<file path="src/rtl/adc_clk_pkg.sv">
// Shared constants for the ADC clock/strobe divider.
//   MODE_TOGGLE / MODE_PULSE : output mode encodings
//   DEFAULT_DIV              : half-period divisor loaded at reset
//   DEFAULT_CNT_W            : default divisor/counter width
package adc_clk_pkg;

  localparam int unsigned DEFAULT_CNT_W = 16;
  localparam int unsigned DEFAULT_DIV   = 70;

  localparam logic MODE_TOGGLE = 1'b0;
  localparam logic MODE_PULSE  = 1'b1;

endpackage

</file>
<file path="src/rtl/adc_clock_divider_prog_if.sv">
// Control/status bundle of the ADC clock divider.
//   master : drives enable/div_load/div_in/mode_in, observes the divider outputs
//   slave  : the divider itself
interface adc_clock_divider_prog_if #(
  parameter int unsigned CNT_W = adc_clk_pkg::DEFAULT_CNT_W
);

  logic             enable;
  logic             div_load;
  logic [CNT_W-1:0] div_in;
  logic             mode_in;
  logic             clk_out;
  logic             tick_out;
  logic             rise_pulse;
  logic             fall_pulse;
  logic [CNT_W-1:0] div_active;
  logic             update_pending;

  modport master (
    output enable, div_load, div_in, mode_in,
    input  clk_out, tick_out, rise_pulse, fall_pulse, div_active, update_pending
  );

  modport slave (
    input  enable, div_load, div_in, mode_in,
    output clk_out, tick_out, rise_pulse, fall_pulse, div_active, update_pending
  );

endinterface

</file>
<file path="src/rtl/adc_div_shadow_reg.sv">
// Double-buffered divisor/mode register.
//   clk, reset_Clock : clock, async active-high reset
//   load_i           : capture div_i/mode_i into the shadow
//   apply_i          : copy shadow into the active registers
//   div_active_o, mode_active_o : values in use by the divider
//   pending_o        : shadow holds a value not yet applied
module adc_div_shadow_reg #(
  parameter int unsigned CNT_W        = adc_clk_pkg::DEFAULT_CNT_W,
  parameter int unsigned DEFAULT_DIV  = adc_clk_pkg::DEFAULT_DIV,
  parameter logic        DEFAULT_MODE = adc_clk_pkg::MODE_TOGGLE
) (
  input  logic             clk,
  input  logic             reset_Clock,
  input  logic             load_i,
  input  logic             apply_i,
  input  logic [CNT_W-1:0] div_i,
  input  logic             mode_i,
  output logic [CNT_W-1:0] div_active_o,
  output logic             mode_active_o,
  output logic             pending_o
);

  import adc_clk_pkg::*;

  logic [CNT_W-1:0] sh_div_q,  sh_div_d;
  logic             sh_mode_q, sh_mode_d;
  logic [CNT_W-1:0] act_div_q, act_div_d;
  logic             act_mode_q, act_mode_d;
  logic             pend_q,    pend_d;

  // Shadow always equals the active value while nothing is pending, so an
  // unconditional copy on apply is harmless. A load on the apply edge wins
  // the pending flag and is applied at a later boundary.
  always_comb begin
    sh_div_d   = sh_div_q;
    sh_mode_d  = sh_mode_q;
    act_div_d  = act_div_q;
    act_mode_d = act_mode_q;
    pend_d     = pend_q;
    if (apply_i) begin
      act_div_d  = sh_div_q;
      act_mode_d = sh_mode_q;
      pend_d     = 1'b0;
    end
    if (load_i) begin
      sh_div_d  = div_i;
      sh_mode_d = mode_i;
      pend_d    = 1'b1;
    end
  end

  always_ff @(posedge clk or posedge reset_Clock) begin
    if (reset_Clock) begin
      sh_div_q   <= CNT_W'(DEFAULT_DIV);
      sh_mode_q  <= DEFAULT_MODE;
      act_div_q  <= CNT_W'(DEFAULT_DIV);
      act_mode_q <= DEFAULT_MODE;
      pend_q     <= 1'b0;
    end else begin
      sh_div_q   <= sh_div_d;
      sh_mode_q  <= sh_mode_d;
      act_div_q  <= act_div_d;
      act_mode_q <= act_mode_d;
      pend_q     <= pend_d;
    end
  end

  assign div_active_o  = act_div_q;
  assign mode_active_o = act_mode_q;
  assign pending_o     = pend_q;

endmodule

</file>
<file path="src/rtl/adc_clock_divider_prog.sv">
// Programmable clock/strobe generator for the ADC interface.
//   clk, reset_Clock : system clock, async active-high reset
//   bus (slave)      : enable, div_load, div_in, mode_in in;
//                      clk_out, tick_out, rise_pulse, fall_pulse,
//                      div_active, update_pending out (all registered)
module adc_clock_divider_prog #(
  parameter int unsigned CNT_W        = adc_clk_pkg::DEFAULT_CNT_W,
  parameter int unsigned DEFAULT_DIV  = adc_clk_pkg::DEFAULT_DIV,
  parameter logic        DEFAULT_MODE = adc_clk_pkg::MODE_TOGGLE
) (
  input  logic                      clk,
  input  logic                      reset_Clock,
  adc_clock_divider_prog_if.slave   bus
);

  import adc_clk_pkg::*;

  logic [CNT_W-1:0] cnt_q, cnt_d;
  logic             clk_out_q, clk_out_d;
  logic             tick_q, tick_d;
  logic             rise_q, rise_d;
  logic             fall_q, fall_d;

  logic [CNT_W-1:0] div_active;
  logic             mode_active;
  logic             pending;
  logic             wrap;
  logic             toggle_mode;
  logic             apply;

  assign wrap        = bus.enable && (cnt_q == div_active);
  assign toggle_mode = (mode_active == MODE_TOGGLE);
  // Period boundary: falling wrap in toggle mode, any wrap in pulse mode,
  // and every cycle while idle.
  assign apply       = !bus.enable || (wrap && (!toggle_mode || clk_out_q));

  adc_div_shadow_reg #(
    .CNT_W        (CNT_W),
    .DEFAULT_DIV  (DEFAULT_DIV),
    .DEFAULT_MODE (DEFAULT_MODE)
  ) u_shadow (
    .clk           (clk),
    .reset_Clock   (reset_Clock),
    .load_i        (bus.div_load),
    .apply_i       (apply),
    .div_i         (bus.div_in),
    .mode_i        (bus.mode_in),
    .div_active_o  (div_active),
    .mode_active_o (mode_active),
    .pending_o     (pending)
  );

  // Counter, divided clock and edge markers; disable is a forced stop.
  always_comb begin
    cnt_d     = '0;
    clk_out_d = 1'b0;
    tick_d    = 1'b0;
    rise_d    = 1'b0;
    fall_d    = 1'b0;
    if (bus.enable) begin
      if (wrap) begin
        tick_d = 1'b1;
        if (toggle_mode) begin
          clk_out_d = !clk_out_q;
          rise_d    = !clk_out_q;
          fall_d    = clk_out_q;
        end
      end else begin
        cnt_d     = cnt_q + CNT_W'(1);
        clk_out_d = toggle_mode && clk_out_q;
      end
    end
  end

  always_ff @(posedge clk or posedge reset_Clock) begin
    if (reset_Clock) begin
      cnt_q     <= '0;
      clk_out_q <= 1'b0;
      tick_q    <= 1'b0;
      rise_q    <= 1'b0;
      fall_q    <= 1'b0;
    end else begin
      cnt_q     <= cnt_d;
      clk_out_q <= clk_out_d;
      tick_q    <= tick_d;
      rise_q    <= rise_d;
      fall_q    <= fall_d;
    end
  end

  assign bus.clk_out        = clk_out_q;
  assign bus.tick_out       = tick_q;
  assign bus.rise_pulse     = rise_q;
  assign bus.fall_pulse     = fall_q;
  assign bus.div_active     = div_active;
  assign bus.update_pending = pending;

endmodule

</file>
<file path="src/flat_wrapper.sv">
// flat-port wrapper written by rule: the top's interface ports become plain ports
module adc_clock_divider_prog_flat import adc_clk_pkg::*;
#(
  parameter int unsigned CNT_W        = adc_clk_pkg::DEFAULT_CNT_W,
  parameter int unsigned DEFAULT_DIV  = adc_clk_pkg::DEFAULT_DIV,
  parameter logic        DEFAULT_MODE = adc_clk_pkg::MODE_TOGGLE
)
  (clk, reset_Clock, bus_enable, bus_div_load, bus_div_in, bus_mode_in, bus_clk_out, bus_tick_out, bus_rise_pulse, bus_fall_pulse, bus_div_active, bus_update_pending);
  adc_clock_divider_prog_if #(.CNT_W(CNT_W)) bus_i ();
  input  logic clk;
  input  logic reset_Clock;
  input wire logic [$bits(bus_i.enable)-1:0] bus_enable;
  input wire logic [$bits(bus_i.div_load)-1:0] bus_div_load;
  input wire logic [$bits(bus_i.div_in)-1:0] bus_div_in;
  input wire logic [$bits(bus_i.mode_in)-1:0] bus_mode_in;
  output wire logic [$bits(bus_i.clk_out)-1:0] bus_clk_out;
  output wire logic [$bits(bus_i.tick_out)-1:0] bus_tick_out;
  output wire logic [$bits(bus_i.rise_pulse)-1:0] bus_rise_pulse;
  output wire logic [$bits(bus_i.fall_pulse)-1:0] bus_fall_pulse;
  output wire logic [$bits(bus_i.div_active)-1:0] bus_div_active;
  output wire logic [$bits(bus_i.update_pending)-1:0] bus_update_pending;
  assign bus_i.enable = bus_enable;
  assign bus_i.div_load = bus_div_load;
  assign bus_i.div_in = bus_div_in;
  assign bus_i.mode_in = bus_mode_in;
  assign bus_clk_out = bus_i.clk_out;
  assign bus_tick_out = bus_i.tick_out;
  assign bus_rise_pulse = bus_i.rise_pulse;
  assign bus_fall_pulse = bus_i.fall_pulse;
  assign bus_div_active = bus_i.div_active;
  assign bus_update_pending = bus_i.update_pending;
  adc_clock_divider_prog #(.CNT_W(CNT_W), .DEFAULT_DIV(DEFAULT_DIV), .DEFAULT_MODE(DEFAULT_MODE)) u_core (.clk(clk), .reset_Clock(reset_Clock), .bus(bus_i));
endmodule
</file>
<file path="config.mk">
export PLATFORM = sky130hd
export DESIGN_NAME = adc_clock_divider_prog_flat
export DESIGN_NICKNAME = d
export VERILOG_FILES = /design/src/rtl/adc_clk_pkg.sv /design/src/rtl/adc_clock_divider_prog_if.sv /design/src/rtl/adc_div_shadow_reg.sv /design/src/rtl/adc_clock_divider_prog.sv /design/src/flat_wrapper.sv
export SDC_FILE = /design/constraint.sdc
export NUM_CORES = 1
export LEC_CHECK = 0
export ABC_AREA = 1
export CAP_MARGIN = 30
export CORE_ASPECT_RATIO = 1.5
export CORE_MARGIN = 2
export CORE_UTILIZATION = 55
export CTS_CLUSTER_SIZE = 10
export DETAILED_ROUTE_END_ITERATION = 16
export PLACE_DENSITY = 0.8
export SLEW_MARGIN = 20
export SYNTH_ARGS = -nofsm -noshare
export SYNTH_HDL_FRONTEND = slang
export SYNTH_SLANG_ARGS = --single-unit
</file>
<file path="constraint.sdc">
create_clock -name clk -period 2.6 [get_ports clk]
set_clock_uncertainty 0.1 [all_clocks]
set_input_delay 0.52 -clock clk [delete_from_list [all_inputs] [get_ports clk]]
set_output_delay 0.52 -clock clk [all_outputs]
set_load 0.01 [all_outputs]
</file>
* Word level (Yosys, flattened, before mapping)
Index checks and enable logic that the tools add are counted.
** Storage, ports and cells
- Output and inout port bits :: 21
- Input port bits :: 21
- Logic and storage cells :: 35
- Bits in registers :: 55
** Operators by class
- Bitwise operators :: 1
- Reductions and logical operators :: 8
- Multiplexer cells :: 14
- Add/sub/neg operators :: 1
- Eq/ne operators :: 1
** Operators by type and width (number)
- two-way mux 16 bit :: 2
- adder 16 x 1 -> 16 bit, second input constant :: 1
- equality test 16 bit :: 1
- two-way mux 1 bit :: 12
- logical AND 1 bit :: 3
- logical NOT 1 bit :: 2
- logical OR 1 bit :: 2
- nonzero test 2 bit :: 1
- inverter 1 bit :: 1

* Longest topological paths before layout
- Depth in word-level cells :: 6
- Mapped depth :: 12
- Depth with buffers taken out :: 11

* Modules after synthesis
Synthesis repeated with hierarchy kept, for this count alone.
** Unflattened totals
- Cell total of the unflattened synthesis :: 409
- Area, all modules :: 3009.1 µm²
** By module, submodules not included
- adc_clock_divider_prog :: area an instance 1621.6 µm², seq. area each 500.5 µm², cells each 261, times used 1
- adc_div_shadow_reg :: area an instance 1387.6 µm², seq. area each 883.3 µm², cells each 148, times used 1

* Worst setup path before layout
Ideal clock, no wire load.
- Path type :: register to register
- Start :: register u_core.u_shadow.act_div_q[6] (netlist: u_core.u_shadow.div_active_o[6])
- End :: register u_core.u_shadow.act_div_q[0] (netlist: u_core.u_shadow.div_active_o[0])
- Cell stages (with the launch flop) :: 11
- Clock period less this slack :: 1.635 ns
- Setup slack :: 0.965 ns
- Setup time :: 0.118 ns
- Arrival time :: 1.418 ns
- Cell sequence :: dfstp_2 inv_1 nand2_1 nand2_1 nor2_1 nand2_1 nor2_2 nand4_4 buf_6 nand3_1 nand2_1
** Between the ends
- Cells in the longest elaborated chain, start to end :: 4
** RTL lines
- from (decl) :: line adc_div_shadow_reg.sv:27 : logic [CNT_W-1:0] act_div_q, act_div_d;
- from (signal assigned) :: line adc_div_shadow_reg.sv:56 : act_div_q <= CNT_W'(DEFAULT_DIV);
- from (signal assigned) :: line adc_div_shadow_reg.sv:62 : act_div_q <= act_div_d;
- equality test 16 bit :: line adc_clock_divider_prog.sv:31 : assign wrap = bus.enable && (cnt_q == div_active);
- logical AND 1 bit :: line adc_clock_divider_prog.sv:31
- logical AND 1 bit :: line adc_clock_divider_prog.sv:35 : assign apply = !bus.enable || (wrap && (!toggle_mode || clk_out_q));
- logical OR 1 bit :: line adc_clock_divider_prog.sv:35
No other way between the ends.
A chain may end at the register's enable or synchronous reset.

* Final worst setup path
- Start :: register u_core.u_shadow.act_div_q[6] (netlist: u_core.u_shadow.div_active_o[6])
- End :: output port bus_div_active[6]
** RTL lines
- to (decl) :: line flat_wrapper.sv:20 : output wire logic [$bits(bus_i.div_active)-1:0] bus_div_active;
No word-level cell between the ends.

==> results.tsv <==
metric	value	unit
grt_pass1_wl	11200	um
cts_buffer_depth	2	
port_buffers	41	
synthAdderAreaFrac	0.426	%
postCtsSetupBuffers	0	
synth_top_family_by_area	simple AND/OR/NAND/NOR gates	
holdCritPathClass	reg -> reg	
synth_compound_gate_area_share	1.28	%
fin_crit_period	2050	ps
first_iter_violations	179	
synthMuxAreaShare	0	%
drt_first_pass_iters	4	
synth_area	2930	um2
post_cts_hold_buffers	0	
max_clock_freq	487	MHz
n_antenna_cell	0	
top_level_ports	42	
clk_pin_slew_worst_paths	100	ps
worst_setup_path_start_kind	flop	
critPathCaptureType	primary output	
worstSetupPathType	reg -> out	
avgViaCountPerCell	5.08	
post_synth_xor_area_fraction	0.896	%
stdcell_count	511	
cts_root_buf	clkbuf_8	
gpl.final_weighted_congestion	0.970	
finish.net_count	464	
grt_max_degree	56	
yosysWarnings	0	
cellLeakagePower	1.92	nW
gr-usage-all-layers	23.9	%
hold_path.startpoint	u_core.u_shadow.sh_div_q[6]	
cts_inserted_buffers	5	
routedWlPerCell	12.5	um
setup-tns-final	0	ps
antenna_found_initial	0	
post_cts_gate_resize_count	0	
global_route_hottest_layer	met2	
grt_use_met3	3.61	%
die-area	5950	um2
avgSynthCellArea	7.34	um2
reg2reg_from	u_core.u_shadow.div_active_o[1]	
synth_top_cells_by_area	dfrtp_1 42%, nand2_1 20%, nand3_1 7.8%	
peakVddDrop	0.452	mV
numClockSinks	55	
remaining_drc_errors	0	
timing.critical_path.fanout_max	4	
mostFrequentLayoutCell	nand2_1	
initial_core_utilization	57.3	%
cp_slowest_cell	dfstp_2	
timing.final.crit_share	79.0	%
cp.arrival	1430	ps
final-hold-violation-count	0	
post_route_cells_drive_above_1_share	8.58	%
detailroute.via_count	2598	
die_y	93.5	um
final.hold.worst_slack	373	ps
timing.critical_path.cells	clkdlybuf4s50_1	
drv_slew	0	
vias_in_the_first_global_route	2569	
yosys.cell_types.count	26	
rows	32	
placeableCoreArea	5120	um2
grt_setup_unrepaired	false	
worst_skew_pair_later_pin_latency	320	ps
synth_top_cell_by_area	dfrtp_1	
maxSlewHeadroom	65.5	%
critical_path.n_buffers_inverters	1	
critical_path_required	1980	ps
htree_num_levels	2	
crit_path_max_incr_delay	580	ps
r2r_setup_slack	760	ps
critPathTopFamily	flip-flops	
max_cap_violations	0	
fp.dieW	63.6	um
hpwlAfterDp	4830	um
layout.cells.most_common_list	157 x nand2_1, 55 x inv_1, 49 x dfrtp_1	
worst_slew_pin_tran	517	ps
setup_violations	0	
design_area	3480	um2
global_route_congestion_overflow_total	0	
area_delta_synth_final	18.7	%
number_of_nets_produced_by_synthesis	422	
placed_area	3390	um2
postSynthCellCount	400	
power_density	532	nW/um2
routed_wl	6380	um
tritoncts_clock_tree	yes	
grt_util_met2	44.0	%
post_synth_and_or_nand_nor_area_fraction	39.5	%
postRouteAntennaNets	0	
synth_largest_type_area_fraction	41.8	%
worstSetupStartpoint	u_core.u_shadow.div_active_o[6]	
synth.yosys.seq_area_share	47.2	%
post_synthesis_register_bit_count	55	
routing_usage_on_met1	26.3	%
place.detailed.instances	503	
status	finished, final reports clean	
[cell usage after synthesis, drive strengths merged]
master / count
ha: 1
clkinv: 1
a21oi: 1
nand3: 54
or2: 2
nor2: 32
xor2: 3
buf: 6
nand4: 10
dfrtp: 49
dfstp: 6
nand2: 158
clkbuf: 4
nor4: 1
o21ai: 5
o31ai: 1
inv: 62
nor3: 4
[state kept, by name (all words and copies together) (netlist names)]
register and cells:
u_core.bus.rise_pulse 1, u_core.u_shadow.pending_o 1, u_core.u_shadow.sh_div_q 16, u_core.bus.tick_out 1, u_core.cnt_q 16, u_core.u_shadow.sh_mode_q 1
u_core.u_shadow.mode_active_o 1, u_core.u_shadow.div_active_o 16, u_core.bus.clk_out 1, u_core.bus.fall_pulse 1
[metrics by stage]
stage / setup slack (ps) / total power [W] / utilization [%]
after detailed placement: 344 / 0.00138 / 66.2
after global placement: 331 / 0.00137 / 66.2
after floorplan: 647 / 0.00122 / -
after CTS: 528 / 0.00186 / 67.9
final: 545 / 0.00185 / 67.9
after global routing: 501 / 0.00196 / 67.9
[layout make-up]
type | instances | area (um2)
Multi-Input combinational cell | 272 | 1230
Fill cell | 461 | 1640
Timing Repair Buffer | 45 | 453
Tap cell | 68 | 85.1
Clock buffer | 6 | 72.6
Clock inverter | 2 | 16.3
Inverter | 63 | 236
Sequential cell | 55 | 1380
[power by group]
| group | switching (W) | internal (W) |
|---|---|---|
| clock | 0.000294 | 0.000194 |
| sequential | 0.0000580 | 0.000923 |
| combinational | 0.000212 | 0.000170 |
| total | 0.000564 | 0.00129 |
[worst paths after layout]
| kind | to | cells after the start |
|---|---|---|
| max in group asynchronous | u_core.u_shadow.div_active_o[2] | 3 |
| hold / removal | u_core.u_shadow.sh_div_q[6] | 2 |
| setup reg to reg | u_core.u_shadow.div_active_o[15] | 9 |
| setup / recovery | bus_div_active[6] | 1 |
| min in group asynchronous | u_core.bus.clk_out | 3 |
| hold reg to reg | u_core.u_shadow.sh_div_q[6] | 2 |
[cells by family after synthesis]
| logic type | after synthesis |
|---|---|
| and+or+nand+nor | 261 |
| buffers and inverters | 73 |
| DFF | 55 |
| AOI/OAI and AO/OA | 7 |
| xor gates and xnor gates | 3 |
| adders and majority gates | 1 |
[per-layer routing]
metal | wire, um | share of wire [%]
met5 | 0 | 0
met1 | 2520 | 40
met2 | 3450 | 54
met4 | 184 | 2.9
met3 | 215 | 3.4
Note: power is estimated with default switching activity, not from simulation.
